**src/rtl/pipe_pkg.sv**
```systemverilog
// Shared types and constants for the MIPS pipeline hazard logic.
package pipe_pkg;

  typedef logic [1:0] tnew_t;
  typedef logic [1:0] tuse_t;

  localparam tuse_t       TUSE_NONE       = 2'd3;
  localparam logic [4:0]  REG_ZERO        = 5'd0;
  localparam int unsigned MULT_CYCLES_DEF = 5;
  localparam int unsigned DIV_CYCLES_DEF  = 10;

  typedef enum logic [0:0] {
    StIdle,
    StBusy
  } md_state_e;

endpackage

```
**src/rtl/pipe_stall_ctrl_md_busy_counter.sv**
```systemverilog
// Busy window of the multiply/divide unit: loads on issue from E, counts down to idle.
module md_busy_counter
  import pipe_pkg::*;
#(
  parameter int unsigned MULT_CYCLES = MULT_CYCLES_DEF,
  parameter int unsigned DIV_CYCLES  = DIV_CYCLES_DEF,
  parameter int unsigned CNT_W       = 4
) (
  input  logic clk,
  input  logic reset,
  input  logic start,
  input  logic is_div,
  output logic busy
);

  localparam logic [CNT_W-1:0] MultLoad = CNT_W'(MULT_CYCLES);
  localparam logic [CNT_W-1:0] DivLoad  = CNT_W'(DIV_CYCLES);

  md_state_e        state_q, state_d;
  logic [CNT_W-1:0] count_q, count_d;

  always_ff @(posedge clk) begin
    if (reset) begin
      state_q <= StIdle;
      count_q <= '0;
    end else begin
      state_q <= state_d;
      count_q <= count_d;
    end
  end

  // A start while busy is dropped: the issuing instruction should have been stalled.
  always_comb begin
    state_d = state_q;
    count_d = count_q;
    unique case (state_q)
      StIdle: begin
        if (start) begin
          count_d = is_div ? DivLoad : MultLoad;
          state_d = StBusy;
        end
      end
      StBusy: begin
        count_d = count_q - CNT_W'(1);
        if (count_q == CNT_W'(1)) begin
          state_d = StIdle;
        end
      end
      default: state_d = StIdle;
    endcase
  end

  assign busy = (count_q != '0);

  assert property (@(posedge clk) disable iff (reset) !(state_q == StBusy && start))
    else $error("md_busy_counter: mult/div issued while unit busy");

endmodule

```
**src/rtl/pipe_stall_ctrl.sv**
```systemverilog
// Hazard/stall controller: Tuse/Tnew register hazards plus mult/div busy window.
module pipe_stall_ctrl
  import pipe_pkg::*;
#(
  parameter int unsigned MULT_CYCLES = MULT_CYCLES_DEF,
  parameter int unsigned DIV_CYCLES  = DIV_CYCLES_DEF,
  parameter int unsigned CNT_W       = 4
) (
  input  logic        clk,
  input  logic        reset,
  input  logic [4:0]  d_rs_addr,
  input  logic [4:0]  d_rt_addr,
  input  logic [1:0]  d_tuse_rs,
  input  logic [1:0]  d_tuse_rt,
  input  logic        d_is_md,
  input  logic [4:0]  e_dst,
  input  logic [1:0]  e_tnew,
  input  logic [4:0]  m_dst,
  input  logic [1:0]  m_tnew,
  input  logic        e_md_start,
  input  logic        e_md_is_div,
  output logic        pc_we,
  output logic        d_we,
  output logic        e_flush,
  output logic        md_busy,
  output logic        stall,
  output logic [31:0] stall_cnt
);

  logic        stall_rs, stall_rt, stall_md;
  logic [31:0] stall_cnt_q, stall_cnt_d;

  // $0 is hardwired, so a match on it is never a real dependency.
  function automatic logic reg_hazard(input logic [4:0] src, input tuse_t tuse,
                                      input logic [4:0] edst, input tnew_t etnew,
                                      input logic [4:0] mdst, input tnew_t mtnew);
    logic hit_e, hit_m;
    hit_e = (edst == src) && (etnew > tuse);
    hit_m = (mdst == src) && (mtnew > tuse);
    return (src != REG_ZERO) && (tuse != TUSE_NONE) && (hit_e || hit_m);
  endfunction

  md_busy_counter #(
    .MULT_CYCLES (MULT_CYCLES),
    .DIV_CYCLES  (DIV_CYCLES),
    .CNT_W       (CNT_W)
  ) u_md_busy_counter (
    .clk    (clk),
    .reset  (reset),
    .start  (e_md_start),
    .is_div (e_md_is_div),
    .busy   (md_busy)
  );

  always_comb begin
    stall_rs = reg_hazard(d_rs_addr, d_tuse_rs, e_dst, e_tnew, m_dst, m_tnew);
    stall_rt = reg_hazard(d_rt_addr, d_tuse_rt, e_dst, e_tnew, m_dst, m_tnew);
    stall_md = d_is_md && (e_md_start || md_busy);
    stall    = stall_rs || stall_rt || stall_md;
  end

  assign pc_we   = ~stall;
  assign d_we    = ~stall;
  assign e_flush = stall;

  always_comb begin
    stall_cnt_d = stall_cnt_q;
    if (stall) begin
      stall_cnt_d = stall_cnt_q + 32'd1;
    end
  end

  always_ff @(posedge clk) begin
    if (reset) begin
      stall_cnt_q <= '0;
    end else begin
      stall_cnt_q <= stall_cnt_d;
    end
  end

  assign stall_cnt = stall_cnt_q;

endmodule

```
**config.mk**
```make
export PLATFORM = sky130hd
export DESIGN_NAME = pipe_stall_ctrl
export DESIGN_NICKNAME = d
export VERILOG_FILES = /design/src/rtl/pipe_pkg.sv /design/src/rtl/pipe_stall_ctrl_md_busy_counter.sv /design/src/rtl/pipe_stall_ctrl.sv
export SDC_FILE = /design/constraint.sdc
export NUM_CORES = 1
export LEC_CHECK = 0
export CAP_MARGIN = 15
export CELL_PAD_IN_SITES_DETAIL_PLACEMENT = 1
export CELL_PAD_IN_SITES_GLOBAL_PLACEMENT = 1
export CORE_ASPECT_RATIO = 1.75
export CORE_MARGIN = 1.5
export CORE_UTILIZATION = 34
export DETAILED_ROUTE_END_ITERATION = 8
export PLACE_DENSITY = 0.76
export SLEW_MARGIN = 20
export SYNTH_ARGS = -nofsm -noshare
export SYNTH_HDL_FRONTEND = slang
export SYNTH_SLANG_ARGS = --single-unit
```
**constraint.sdc**
```tcl
create_clock -name clk -period 4.25 [get_ports clk]
set_clock_uncertainty 0.2 [all_clocks]
set_input_delay 0.85 -clock clk [delete_from_list [all_inputs] [get_ports clk]]
set_output_delay 0.85 -clock clk [all_outputs]
set_load 0.05 [all_outputs]
```
==> reports/results.tsv, run 1 <==
stage	metric	value	unit
timing	Worst Setup Slack, final	114.4	ps
floorplan	Die Ht	112.0	µm
floorplan	# IOs	70	
route	post-DR vias/cell	5.472	
worst_hold_path	hold wc startpoint	stall_cnt[7]	
timing	Slew Viols, Final	0	
global_routing	global-route wire length before repair	11650	µm
power	Net Sw Power	0.0002683	W
timing	setup_tns	0	ps
timing	slew margin rel.	0.4864	
floorplan	Core Rows	39	
clocking	root buf cell	clkbuf_16	
setup_path	path depth of the worst reg2reg path	7	
timing	Final Critical Period	4136	ps
clocking	CTS H-tree lvls	2	
setup_path	Crit. Startpoint	d_tuse_rs[0]	
setup_path	Reg2Reg Setup Slack	1460	ps
setup_path	CP Max Fanout	6	
route	routed wire length	7351	µm
logic_synthesis	Gate Count Post-Synth	283	
route	antenna-violating nets left	0	
run	max-cap violation count	0	
power	peak supply drop	0.1351	mV
setup_path	Worst setup SP type	primary input	
finish	nets	403	
power	Clk pwr share	0.380	
floorplan	die area	7309	µm²
power	Comb power frac	0.231	
logic_synthesis	#FFs+latches synth	37	
power	P_int	0.0006689	W
route	DR WL/cell	16.67	µm
finish	Area growth, synth to finish	45.23	%
clocking	Clock transition at path regs	60	ps
setup_path	Reg-to-Reg Start	stall_cnt[2]	
setup_path	CP Cell Sequence	clkdlybuf4s50_1 -> ha_1 -> nand2_1 -> nand4_1 -> or4_4 -> a221oi_4 -> nor3_4 -> inv_2 -> buf_12	
placed_design	gpl congestion	0.8171	
setup_path	CP Data Required Time	3200	ps
global_routing	number of global-route vias before repair	2527	
logic_synthesis	Seq/Total Area, Yosys	0.3210	
clocking	maximum root-to-sink buffer count	2	
worst_hold_path	Hold Path Class	flop to flop	
timing	number of hold-slack violations in the final timing report	0	
logic_synthesis	Mapped Area	2307	µm²
finish	area of the multi-input gates	1490	µm²
floorplan	Starting Density	0.3529	
placed_design	DP Worst Slack	-30.55	ps
finish	register area	740.7	µm²
logic_synthesis	Yosys warning count	0	
finish	Antenna diodes	0	
setup_path	endpoint type of the worst setup path	output pin	
clocking	TritonCTS Buffers	5	
worst_hold_path	Min-Delay Path Depth	2	
status	status	finished, final reports clean	
global_routing	initial antenna violation count	0	
route	Detailed Route Iter0 Violations	67	
global_routing	total grt overflow	0	
logic_synthesis	Yosys cell types	44	
clocking	clk sinks	37	
route	Detailed Routing Iterations Pass 1	4	
setup_path	slowest stage delay, CP	560	ps
finish	share of cells above drive strength 1	0.1114	
power	switch share	0.2863	
logic_synthesis	Synth Net Count	328	
timing	f_max	0.2418	GHz
placed_design	DP Wirelength	5647	µm
timing	# setup viols final	0	
logic_synthesis	number of flops mapped to enable cells by yosys	0	
logic_synthesis	ys flop type	dfxtp_1	
power	Lkg Pwr	1.170	nW
route	DRC viols	0	
global_routing	GRT Total Usage	0.2058	
placed_design	count of input and output buffers	69	
finish	Final Non-Filler Cells	441	
placed_design	Placed Instances	428	
floorplan	Die Width	65.27	µm
finish	Final Core Density	0.5124	
timing	post-route clock period utilization	0.9731	
power	PwrDens	279.7	nW/µm²
route	Vias	2413	
setup_path	Setup CP Type	primary input to output pin	
setup_path	CP arrival	3090	ps
timing	Slew @ Worst Pin	768.0	ps
clocking	Worst-Skew Late Latency	280	ps
setup_path	crit path max-delay cell type	or4_4	
power	Reg power frac	0.390	
logic_synthesis	Synth async-reset ratio	0	
finish	FILL cells	828	
setup_path	reg2reg end	stall_cnt[30]	
global_routing	largest net degree at the start of global routing	21	
worst_hold_path	Hold Path Sink	stall_cnt[7]	
clocking	CTS tree	built	
floorplan	core area	6539	µm²
logic_synthesis	average size of a mapped cell	8.153	µm²
[cell usage after synthesis (2+ instances only)]
master    number  area share
dfxtp_1       37        0.32
a21oi_1       27       0.059
o21ai_1       18       0.039
or3_1         17       0.046
xnor2_1       17       0.065
nor2_1        16       0.026
inv_1         15       0.024
ha_1          12       0.065
nand2_1       12       0.020
nand3_1       12       0.026
nand4_1       11       0.030
clkbuf_1      10       0.016
or4_1          8       0.026
xor2_1         8       0.030
nor3_1         6       0.013
o21a_1         4       0.013
o31ai_1        4       0.013
a211oi_1       3      0.0098
and3_1         3      0.0081
buf_2          3      0.0065
nor2b_1        3      0.0081
nor4_1         3      0.0081
o311a_1        3       0.013
or2_2          3      0.0081
a21boi_1       2      0.0065
and2_1         2      0.0054
and4_1         2      0.0076
buf_4          2      0.0065
mux2i_1        2      0.0087
nand3b_1       2      0.0065
o21ai_0        2      0.0043
o31a_1         2      0.0076
[worst max-delay path: cells and delay by family]
family	cells	cell delay (ps)
AO/OA/AOI/OAI	1	300
buffers and inverters	3	760
adder cells (fa/ha/maj)	1	330
AND/OR/NAND/NOR	4	850
[how the worst max path moves through the flow]
stage | endpoint | slack, ps | cells past startpoint
after floorplan | pc_we | 80 | 9
after global placement | e_flush | 20 | 10
after detailed placement | stall | -30 | 10
after CTS | stall | 9 | 10
after global routing | stall | -30 | 10
final | stall | 110 | 9
[cell families after synthesis]
| kind of cell | count (synthesis) | synth area share |
|---|---|---|
| muxes | 3 | 0.01356 |
| buffers and inverters | 32 | 0.05693 |
| adders and majority gates | 12 | 0.06507 |
| xor gates and xnor gates | 25 | 0.09490 |
| DFF | 37 | 0.3210 |
| AOI/OAI and AO/OA | 72 | 0.2028 |
| and+or+nand+nor | 102 | 0.2457 |
[sequential cells by signal (all words and copies together), names as in the netlist]
| signal | cells |
|---|---|
| stall_cnt | 32 |
| u_md_busy_counter.count_q | 4 |
| u_md_busy_counter.state_q | 1 |
[layout by cell type, fill, tap and decap left out, types with 11 or more instances in the layout]
| cell type | count |
|---|---|
| buf_4 | 17 |
| or3_1 | 17 |
| nand2_1 | 12 |
| xnor2_1 | 17 |
| a21oi_1 | 27 |
| inv_1 | 14 |
| o21ai_1 | 18 |
| clkdlybuf4s50_1 | 65 |
| nor2_1 | 16 |
| dfxtp_1 | 37 |
| nand3_1 | 12 |
| nand4_1 | 11 |
[power by group through the flow]
| stage | Clock (W) | Combinational, W | Sequential, W |
|---|---|---|---|
| 6_report | 0.000356 | 0.000216 | 0.000365 |
| 5_1_grt | 0.000379 | 0.000234 | 0.000367 |
| 4_1_cts | 0.000363 | 0.000208 | 0.000365 |
| 3_5_place_dp | 0 | 0.000204 | 0.000372 |
| 3_3_place_gp | 0 | 0.000201 | 0.000372 |
| 2_1_floorplan | 0 | 0.000105 | 0.000379 |
[final cells by class]
type                    instances  share of cell area
multi-input cells             214              0.4447
repair buffers                 84              0.2442
flip-flops and latches         37              0.2211
clock buffers                   6             0.03846
well taps                      82             0.03062
inverters                      16             0.01792
clock inverters                 2            0.002987
[timing repair]
item / CTS / global route
hold buffers: 0 / 0
hold endpoints to repair: 0 / 0
setup buffers: 1 / 4
endpoints found under the setup margin: 2 / 4
pin swaps: 1 / 3
resized for setup: 2 / 5
[metrics by stage]
stage / hold slack, ps / cell area (µm²) / power (W)
global route: 343.7 / 3351 / 0.0009797
global placement: 276.6 / 3124 / 0.0005730
finish: 310.0 / 3351 / 0.0009371
floorplan: 295.1 / 2307 / 0.0004841
detailed placement: 299.8 / 3124 / 0.0005768
CTS: 307.6 / 3281 / 0.0009358
[per-layer routing]
| layer | vias up | global-route usage | part of all wire |
|---|---|---|---|
| met5 | - | 0 | 0 |
| met3 | 15 | 0.02828 | 0.035 |
| met1 | 1152 | 0.1922 | 0.33 |
| met4 | 0 | 0.1083 | 0.038 |
| li1 | 1181 | - | - |
| met2 | 65 | 0.4068 | 0.60 |
No activity file was read; power rests on OpenSTA's default activity.
==> run 2, diff against run 1 <==
--- a/config.mk
+++ b/config.mk
@@ -11,8 +11,10 @@
 export CORE_ASPECT_RATIO = 1.75
 export CORE_MARGIN = 1.5
 export CORE_UTILIZATION = 34
+export CTS_CLUSTER_DIAMETER = 50
 export DETAILED_ROUTE_END_ITERATION = 8
 export PLACE_DENSITY = 0.76
+export SETUP_SLACK_MARGIN = 0.02
 export SLEW_MARGIN = 20
 export SYNTH_ARGS = -nofsm -noshare
 export SYNTH_HDL_FRONTEND = slang
==> run 2 against run 1 <==
  * Via count rose by 0.29%
  * Cell count unchanged
  * Die area stayed put
  * Sequential share of layout area about the same
  * Combinational power barely moved
  * Design area is 0.22% lower
  * Maximum frequency barely moved
==> reports/results.tsv, run 2 (synthesized netlist as in run 1, its figures left out) <==
stage	metric	value	unit	change
placed_design	DP Worst Slack	-30.55	ps	unchanged
route	Detailed Route Iter0 Violations	69		+3.0%
floorplan	die area	7309	µm²	unchanged
setup_path	Setup CP Type	primary input to output pin		
power	P_int	0.0006677	W	-0.18%
timing	Hold Slack	308.4	ps	-1.560 ps
power	peak supply drop	0.1354	mV	+0.20%
timing	slew margin rel.	0.4850		-0.001393
floorplan	Core Rows	39		unchanged
placed_design	Placed Instances	428		unchanged
worst_hold_path	Hold Path Class	flop to flop		
clocking	TritonCTS Buffers	5		unchanged
setup_path	Worst setup SP type	primary input		
power	Comb power frac	0.229		-0.002
setup_path	CP Cell Sequence	clkdlybuf4s50_1 -> ha_1 -> nand2_1 -> nand4_1 -> or4_4 -> a221oi_4 -> nor3_4 -> inv_2 -> buf_12		
finish	most frequent cells in the layout	clkdlybuf4s50_1, dfxtp_1, a21oi_1		
global_routing	GRT Total Usage	0.2060		about the same
global_routing	number of global-route vias before repair	2523		-0.16%
timing	# setup viols final	0		unchanged
timing	Slew @ Worst Pin	770.1	ps	+2.083 ps
power	Clk pwr share	0.381		about the same
placed_design	DP Wirelength	5647	µm	unchanged
route	routed wire length	7277	µm	-1.0%
clocking	hold-fix buffers at CTS	0		unchanged
clocking	clk sinks	37		unchanged
global_routing	largest net degree at the start of global routing	21		unchanged
setup_path	CP Data Required Time	3200	ps	about the same
clocking	root buf cell	clkbuf_16		
power	Net Sw Power	0.0002680	W	-0.10%
finish	nets	403		unchanged
setup_path	slowest stage delay, CP	540	ps	-20 ps
global_routing	total grt overflow	0		unchanged
timing	Final Critical Period	4134	ps	-1.168 ps
power	Reg power frac	0.390		about the same
clocking	CTS H-tree lvls	2		unchanged
clocking	CTS tree	built		
finish	Antenna diodes	0		unchanged
timing	Worst Setup Slack, final	115.6	ps	+1.168 ps
clocking	maximum root-to-sink buffer count	2		unchanged
setup_path	crit path max-delay cell type	or4_4		
route	DRC viols	0		unchanged
power	switch share	0.2864		about the same
global_routing	initial antenna violation count	0		unchanged
finish	Final Non-Filler Cells	441		unchanged
timing	Slew Viols, Final	0		unchanged
placed_design	gpl congestion	0.8171		unchanged
timing	f_max	0.2419	GHz	about the same
floorplan	# IOs	70		unchanged
setup_path	endpoint type of the worst setup path	output pin		
timing	number of hold-slack violations in the final timing report	0		unchanged
worst_hold_path	Min-Delay Path Depth	2		unchanged
route	DR WL/cell	16.50	µm	-1.0%
finish	Area growth, synth to finish	44.90	%	
finish	commonest non-fill, non-tap cell in the layout	clkdlybuf4s50_1		
floorplan	Die Ht	112.0	µm	unchanged
power	power after layout	0.0009356	W	-0.16%
power	Lkg Pwr	1.188	nW	+1.6%
finish	max reg flops	32		unchanged
placed_design	count of input and output buffers	69		unchanged
timing	setup_tns	0	ps	unchanged
floorplan	core area	6539	µm²	unchanged
setup_path	CP Max Fanout	6		unchanged
route	Vias	2420		+0.29%
route	post-DR vias/cell	5.488		+0.29%
setup_path	Reg2Reg Setup Slack	1470	ps	about the same
route	Detailed Routing Iterations Pass 1	3		-1
setup_path	path depth of the worst reg2reg path	7		unchanged
floorplan	Die Width	65.27	µm	unchanged
floorplan	Starting Density	0.3529		unchanged
setup_path	CP arrival	3080	ps	about the same
route	antenna-violating nets left	0		unchanged
run	max-cap violation count	0		unchanged
finish	share of cells above drive strength 1	0.1086		-0.002786
clocking	Worst-Skew Late Latency	280	ps	about the same
timing	post-route clock period utilization	0.9728		about the same
status	status	finished, final reports clean		
clocking	Clock transition at path regs	60	ps	about the same
global_routing	global-route wire length before repair	11670	µm	+0.17%
power	PwrDens	279.9	nW/µm²	about the same
run 2: area by class of cell:
cell class              instances  area (µm²)
well taps                      82       102.6
multi-input cells             214        1478
inverters                      16       60.06
clock buffers                   6       128.9
fillers                       830        3196
repair buffers                 84       823.3
flip-flops and latches         37       740.7
clock inverters                 2       10.01
run 2: through the flow:
| stage | utilization | instance area [µm²] |
|---|---|---|
| floorplan | - | 2307 |
| global placement | 0.4778 | 3124 |
| detailed placement | 0.4778 | 3124 |
| CTS | 0.5023 | 3284 |
| global route | 0.5113 | 3343 |
| finish | 0.5113 | 3343 |
run 2: layer usage:
metal / up-vias / wire (µm) / part of all wire / GRT usage
li1: 1180 / - / - / -
met1: 1160 / 2410 / 0.33 / 0.1934
met2: 63 / 4312 / 0.59 / 0.4061
met3: 17 / 253 / 0.035 / 0.02828
met4: 0 / 300 / 0.041 / 0.1083
met5: - / 0 / 0 / 0
run 2: final timing paths:
path,to,from
hold / removal,stall_cnt[7],stall_cnt[7]
hold reg to reg,stall_cnt[7],stall_cnt[7]
setup / recovery,stall,m_tnew[1]
setup reg to reg,stall_cnt[28],stall_cnt[2]
run 2: power groups by stage:
stage          clock [W]  sequential (W)  combinational [W]
4_1_cts         0.000363        0.000365           0.000209
3_5_place_dp           0        0.000372           0.000204
5_1_grt         0.000379        0.000367           0.000231
3_3_place_gp           0        0.000372           0.000201
6_report        0.000356        0.000365           0.000214
2_1_floorplan          0        0.000379           0.000105
run 2: repair_timing:
action / in CTS / in global routing
buffers inserted: 1 / 4
endpoints found under the setup margin: 4 / 4
pin swaps: 1 / 5
resized for setup: 3 / 5
run 2: critical path: cells and delay by family:
kind                       cells  cell delay [ps]
AOI/OAI and AO/OA              1              320
adders and majority gates      1              330
buffers and inverters          3              730
and+or+nand+nor                4              840
